==> src/rtl/led_fade_pkg.sv <==
// Shared definitions for the LED fade controller: channel state encoding,
// datapath widths and the single-step brightness helper.
package led_fade_pkg;

    localparam int BRIGHT_W = 8;
    localparam int RATE_W   = 8;

    localparam logic [0:0] ST_IDLE = 1'b0;
    localparam logic [0:0] ST_RAMP = 1'b1;

    // One unsigned step toward tgt; equal inputs hold, so the result never wraps.
    function automatic logic [BRIGHT_W-1:0] step_toward(
        input logic [BRIGHT_W-1:0] cur,
        input logic [BRIGHT_W-1:0] tgt
    );
        if (cur < tgt) begin
            return cur + BRIGHT_W'(1);
        end else if (cur > tgt) begin
            return cur - BRIGHT_W'(1);
        end else begin
            return cur;
        end
    endfunction

endpackage

==> src/rtl/led_fade_channel.sv <==
// One LED channel: holds brightness, ramps one step per `rate` fade ticks
// toward the commanded target, and pulses done on arrival.
module led_fade_channel
    import led_fade_pkg::*;
(
    input  logic                clk,
    input  logic                rst,
    input  logic                tick,
    input  logic                cmd_hit,
    input  logic [BRIGHT_W-1:0] cmd_target,
    input  logic [RATE_W-1:0]   cmd_rate,
    output logic [BRIGHT_W-1:0] bright,
    output logic                busy,
    output logic                done
);

    logic [0:0]          state;
    logic [BRIGHT_W-1:0] target;
    logic [RATE_W-1:0]   rate;
    logic [RATE_W-1:0]   rate_cnt;
    logic [BRIGHT_W-1:0] next_bright;

    assign next_bright = step_toward(bright, target);
    assign busy        = (state == ST_RAMP);

    // Channel state machine; a command always wins over a coincident tick.
    always_ff @(posedge clk) begin
        if (rst) begin
            state    <= ST_IDLE;
            target   <= '0;
            rate     <= '0;
            rate_cnt <= '0;
            bright   <= '0;
            done     <= 1'b0;
        end else begin
            done <= 1'b0;
            if (cmd_hit) begin
                target   <= cmd_target;
                rate     <= cmd_rate;
                rate_cnt <= '0;
                if ((cmd_rate == '0) || (cmd_target == bright)) begin
                    // Immediate: jump straight to the target and report arrival.
                    bright <= cmd_target;
                    state  <= ST_IDLE;
                    done   <= 1'b1;
                end else begin
                    // Ramp (or retarget) from wherever brightness is now.
                    state <= ST_RAMP;
                end
            end else if ((state == ST_RAMP) && tick) begin
                if (rate_cnt == rate - RATE_W'(1)) begin
                    rate_cnt <= '0;
                    bright   <= next_bright;
                    if (next_bright == target) begin
                        state <= ST_IDLE;
                        done  <= 1'b1;
                    end
                end else begin
                    rate_cnt <= rate_cnt + RATE_W'(1);
                end
            end
        end
    end

endmodule

==> src/rtl/led_fade_ctrl.sv <==
// LED fade controller: free-running fade-tick prescaler, command decode and
// NCH independent fading channels.
module led_fade_ctrl
    import led_fade_pkg::*;
#(
    parameter int NCH      = 4,
    parameter int PRESCALE = 256,
    localparam int CHW     = (NCH > 1) ? $clog2(NCH) : 1,
    localparam int PSW     = $clog2(PRESCALE)
) (
    input  logic                    clk,
    input  logic                    rst,
    input  logic                    cmd_valid,
    output logic                    cmd_ready,
    input  logic [CHW-1:0]          cmd_ch,
    input  logic [BRIGHT_W-1:0]     cmd_target,
    input  logic [RATE_W-1:0]       cmd_rate,
    output logic [BRIGHT_W*NCH-1:0] bright,
    output logic [NCH-1:0]          busy,
    output logic [NCH-1:0]          done
);

    logic [PSW-1:0] pcnt;
    logic           tick;
    logic           cmd_fire;

    assign tick     = (pcnt == PSW'(PRESCALE - 1));
    assign cmd_fire = cmd_valid && cmd_ready;

    // Prescaler counts 0..PRESCALE-1 regardless of command traffic.
    always_ff @(posedge clk) begin
        if (rst) begin
            pcnt <= '0;
        end else if (tick) begin
            pcnt <= '0;
        end else begin
            pcnt <= pcnt + PSW'(1);
        end
    end

    // Commands are never back-pressured; ready drops only while in reset.
    always_ff @(posedge clk) begin
        if (rst) begin
            cmd_ready <= 1'b0;
        end else begin
            cmd_ready <= 1'b1;
        end
    end

    // Out-of-range channel indices match no instance and are dropped.
    for (genvar k = 0; k < NCH; k++) begin : g_ch
        led_fade_channel u_ch (
            .clk        (clk),
            .rst        (rst),
            .tick       (tick),
            .cmd_hit    (cmd_fire && (cmd_ch == CHW'(k))),
            .cmd_target (cmd_target),
            .cmd_rate   (cmd_rate),
            .bright     (bright[BRIGHT_W*k +: BRIGHT_W]),
            .busy       (busy[k]),
            .done       (done[k])
        );
    end

endmodule

==> config.mk <==
export PLATFORM = sky130hd
export DESIGN_NAME = led_fade_ctrl
export DESIGN_NICKNAME = d
export VERILOG_FILES = /design/src/rtl/led_fade_pkg.sv /design/src/rtl/led_fade_channel.sv /design/src/rtl/led_fade_ctrl.sv
export SDC_FILE = /design/constraint.sdc
export NUM_CORES = 1
export LEC_CHECK = 0
export ABC_AREA = 1
export CORE_MARGIN = 1.5
export CORE_UTILIZATION = 55
export CTS_CLUSTER_DIAMETER = 200
export DETAILED_ROUTE_END_ITERATION = 7
export PLACE_DENSITY = 0.88
export SYNTH_ARGS = -nofsm -noshare
export SYNTH_HDL_FRONTEND = slang
export SYNTH_SLANG_ARGS = --single-unit
==> constraint.sdc <==
create_clock -name clk -period 1.8 [get_ports clk]
set_input_delay 0.54 -clock clk [delete_from_list [all_inputs] [get_ports clk]]
set_output_delay 0.54 -clock clk [all_outputs]
set_load 0.02 [all_outputs]
==> results of run 1 <==
==> timing repair <==
action | CTS
cloned | 8
buffers inserted | 46
pin swaps | 76
resized for setup | 372
endpoints found under the setup margin | 149
==> cell families after synthesis <==
logic type,after synthesis,synth area share
xor gates and xnor gates,55,0.0474
muxes,3,0.00295
adders and majority gates,49,0.0603
AOI/OAI and AO/OA,221,0.122
buffers and inverters,245,0.103
and+or+nand+nor,874,0.379
DFF,145,0.285
==> layer usage <==
metal	GRT overflow	track usage
met5	0	0.155
met4	10	0.805
met3	0	0.589
met2	13	0.922
met1	0	0.756
==> cells in the mapped netlist, drive strengths merged, types with 12 or more instances <==
library cell  instances  share of area
dfxtp               145           0.29
inv                 189          0.070
nor3b                17          0.013
xor2                 29          0.025
o21ai                90          0.046
a21oi                72          0.037
nand3b               12         0.0089
xnor2                26          0.022
o22ai                30          0.018
ha                   49          0.060
clkbuf               22         0.0082
a31oi                16          0.010
nor2                162          0.067
nand2               450           0.17
buf                  31          0.023
nand3               179          0.089
nor3                 25          0.014
nand4                20          0.012
==> through the flow <==
stage / instances / hold WS (ns)
floorplan: 1592 / 0.420
CTS: 2198 / 0.490
detailed placement: 2116 / 0.482
global placement: 2116 / 0.468
==> run_results.csv, run 1 <==
group,metric,value,unit
floorplanning,pin_count,62,
clock_tree,cts_root_buf,"clkbuf_16",
synth,synthesis.area,0.0102,mm²
synth,syn-instance-count,1592,
placement,post-dp-hpwl,25700,µm
placement,port_buffers,61,
global_routing,grt_overflow,23,
run_status,stop_stage,"global routing",
placement,preCtsSetupSlack,-0.860,ns
floorplanning,dieWidth,139,µm
clock_tree,htree_levels,4,
run_status,error_line,"[ERROR GRT-0232] Routing congestion too high. Check the congestion heatmap in the GUI.",
run_status,status,"did not finish",
global_routing,track_usage,0.756,
synth,yosys_register_bits,145,
clock_tree,clkSinkCount,145,
floorplanning,rows,49,
floorplanning,initial_core_util,0.564,
synth,syn_area_per_cell,6.39,µm²
synth,yosysWarnings,0,
floorplanning,die_h,139,µm
synth,synth_edf_count,0,
clock_tree,ctsHoldBuffers,0,
synth,yosysSeqAreaShare,0.285,
placement,gp_congestion,0.968,
synth,syn_nets,1662,
clock_tree,cts_buffers,17,
placement,placed_area,0.0134,mm²
global_routing,grt_max_degree,23,
synth,synth_flop_cell,"dfxtp_1",
timing,crit_endpoint,"g_ch[3].u_ch.busy$_SDFFE_PP0P_/D",
synth,async_reset_ff_frac,0,
synth,ys_types,51,
clock_tree,cts_buffer_depth,2,
timing,endpoint_type,"sequential cell input",
==> inputs of run 2 (changes only) <==
Settings changed: CORE_UTILIZATION 55 to 40, CTS_CLUSTER_DIAMETER 200 to unset, PLACE_DENSITY 0.88 to unset, PLACE_DENSITY_LB_ADDON set to 0.15.
Clock period 1.8 ns to 2.3 ns, I/O delays scaled along.
==> run 2 against run 1 <==
Effect of this change: the flow now finishes without violations; synthesized cell count unchanged; area after synthesis did not move.
==> run_results.csv, run 2 <==
group,metric,value,unit
timing,setup_slack,0.0488,ns
power,leakagePower,6.33,nW
layout,area_delta_synth_final,31.1,%
floorplanning,rows,58,
synth,synth_area_leader_cell,"dfxtp_1",
floorplanning,coreArea,0.0250,mm²
global_routing,track_usage,0.234,
setup_path,cp_slowest_cell,"clkdlybuf4s50_1",
floorplanning,die_h,162,µm
global_routing,grt_pass1_wl,49500,µm
timing,setup_viol,0,
global_routing,antenna_found_initial,0,
floorplanning,initial_core_util,0.406,
power,total_power,7.19,mW
floorplanning,dieWidth,162,µm
synth,yosysSeqAreaShare,0.285,
timing,fin_crit_sh,0.979,
setup_path,criticalPathCategory,"reg -> out",
placement,post-dp-hpwl,24000,µm
setup_path,crit_family,"buffers and inverters",
clock_tree,cts_buffers,17,
synth,synthesis.area,0.0102,mm²
timing,rsz0062_at_grt,"yes",
timing,finalHoldViolCount,0,
route,wl_per_cell,14.5,µm
synth,yosys-top-cells-area,"dfxtp_1, nand2_1, nand3_1, inv_1, ha_1",
route,vias_per_cell,5.05,
route,drc,0,
synth,syn_area_per_cell,6.39,µm²
layout,nets,1861,
layout,final_util,0.533,
setup_path,reg2reg_slack,0.09,ns
setup_path,crit_buf_inv,2,
setup_path,path_cells,"buf_4 > clkdlybuf4s50_1",
timing,tightest_slew,0.414,ns
global_routing,grt_pass1_vias,9945,
timing,slew_headroom,0.721,
layout,mostFrequentLayoutCell,"nand2_1",
timing,min_period,2.25,ns
placement,gp_congestion,0.896,
global_routing,grt_overflow,0,
clock_tree,ctsHoldBuffers,0,
route,wirelength,31000,µm
clock_tree,clk_latency,0.42,ns
timing,fmax,0.444,GHz
route,dr.pass1.iters,6,
timing,finalMaxSlewViolations,0,
power,ir_drop,414,µV
setup_path,cp-end-kind,"output port",
synth,netlist.area_leader.share,0.285,
clock_tree,clkSinkCount,145,
clock_tree,htree_levels,4,
floorplanning,die_area,0.0264,mm²
route,first_iter_violations,633,
synth,async_reset_ff_frac,0,
clock_tree,clkTransAtPathRegs,0.06,ns
synth,yosys_register_bits,145,
synth,syn_nets,1662,
synth,yosysWarnings,0,
layout,num_antenna_cells,0,
layout,drive_gt1_frac,0.195,
layout,final_cell_mix,"nand2_1, inv_1, nand3_1",
placement,preCtsSetupSlack,-0.413,ns
power,power.density,539,mW/mm²
setup_path,max_stage_delay,0.61,ns
placement,port_buffers,61,
route,vias,10787,
clock_tree,cts_root_buf,"clkbuf_16",
synth,ys_top_cells_by_count,"nand2_1, inv_1, nand3_1",
setup_path,start_kind,"register",
setup_path,crit_required,1.61,ns
global_routing,grt_max_degree,59,
layout,fillCellCount,2494,
synth,synth_edf_count,0,
setup_path,cp_max_fo,4,
worst_hold_path,holdCritPathClass,"reg -> reg",
floorplanning,pin_count,62,
synth,syn-instance-count,1592,
synth,yosysMostFrequentCell,"nand2_1",
setup_path,cp_data_arrival_time,1.56,ns
clock_tree,cts_buffer_depth,2,
run_status,status,"complete, no violations",
clock_tree,cts_tree,"built",
run,maxCapViolCount,0,
synth,ys_types,51,
route,drtAntennaViolNets,0,
timing,final.setup_skew,0.0114,ns
synth,synth_flop_cell,"dfxtp_1",
## run 2: routing by layer
layer,track usage,part of all wire,vias up
li1,-,-,5584
met1,0.313,0.47,4931
met2,0.397,0.48,238
met3,0.0313,0.041,34
met4,0.0563,0.014,0
met5,0,0,-
## run 2: cells by family (layout without fill, tap and decap cells)
kind of cell | Yosys count | count (layout) | share of synthesized area
muxes | 3 | 3 | 0.00295
xor gates and xnor gates | 55 | 55 | 0.0474
adders and majority gates | 49 | 49 | 0.0603
buffers and inverters | 245 | 456 | 0.103
DFF | 145 | 145 | 0.285
AOI/OAI and AO/OA | 221 | 221 | 0.122
and+or+nand+nor | 874 | 875 | 0.379
## run 2: cell type report
class                           count  area, µm²  area share
Clock inverter                     12        180      0.0135
Timing Repair Buffer              233       2010       0.151
Inverter                          191        718      0.0539
Multi-Input combinational cell   1203       6640       0.498
Sequential cell                   145       2920       0.219
Clock buffer                       20        457      0.0342
Tap cell                          330        413      0.0310
## run 2: repair_timing
action | 4_1_cts | 5_1_grt
pin swaps | 0 | 26
gates resized for setup | 2 | 140
setup endpoints to repair | 2 | 41
buffers inserted | 0 | 8
gates cloned | 0 | 1
## run 2: power breakdown
part	switching [mW]	internal, mW
registers	0.0316	2.55
logic	0.931	0.620
clock network	1.17	1.88
total	2.13	5.06
## run 2: path summary, 6_finish.rpt
kind | start | to | cells after the start
max | g_ch[0].u_ch.bright[7] | bright[7] | 2
min | pcnt[0] | pcnt[0] | 1
max reg2reg | g_ch[0].u_ch.target[7] | g_ch[0].u_ch.busy | 16
min reg2reg | pcnt[0] | pcnt[0] | 1
## run 2: stage by stage
step | hold WS, ns | cell area (µm²) | setup TNS [ns] | std cells
6_report | 0.423 | 13300 | 0 | 2134
2_1_floorplan | 0.418 | 10200 | 0 | 1592
4_1_cts | 0.453 | 12800 | 0 | 2125
5_1_grt | 0.448 | 13300 | -0.337 | 2134
3_3_place_gp | 0.431 | 12100 | -15.56 | 2093
3_5_place_dp | 0.442 | 12100 | -20.13 | 2093
## run 2: worst register-to-register path, delay by kind of cell (launching register included)
kind / cells / cell delay [ns]
DFF: 1 / 0.33
adders and majority gates: 1 / 0.29
buffers and inverters: 2 / 0.20
and+or+nand+nor: 13 / 1.27
No activity file was read; power rests on OpenSTA's default activity.
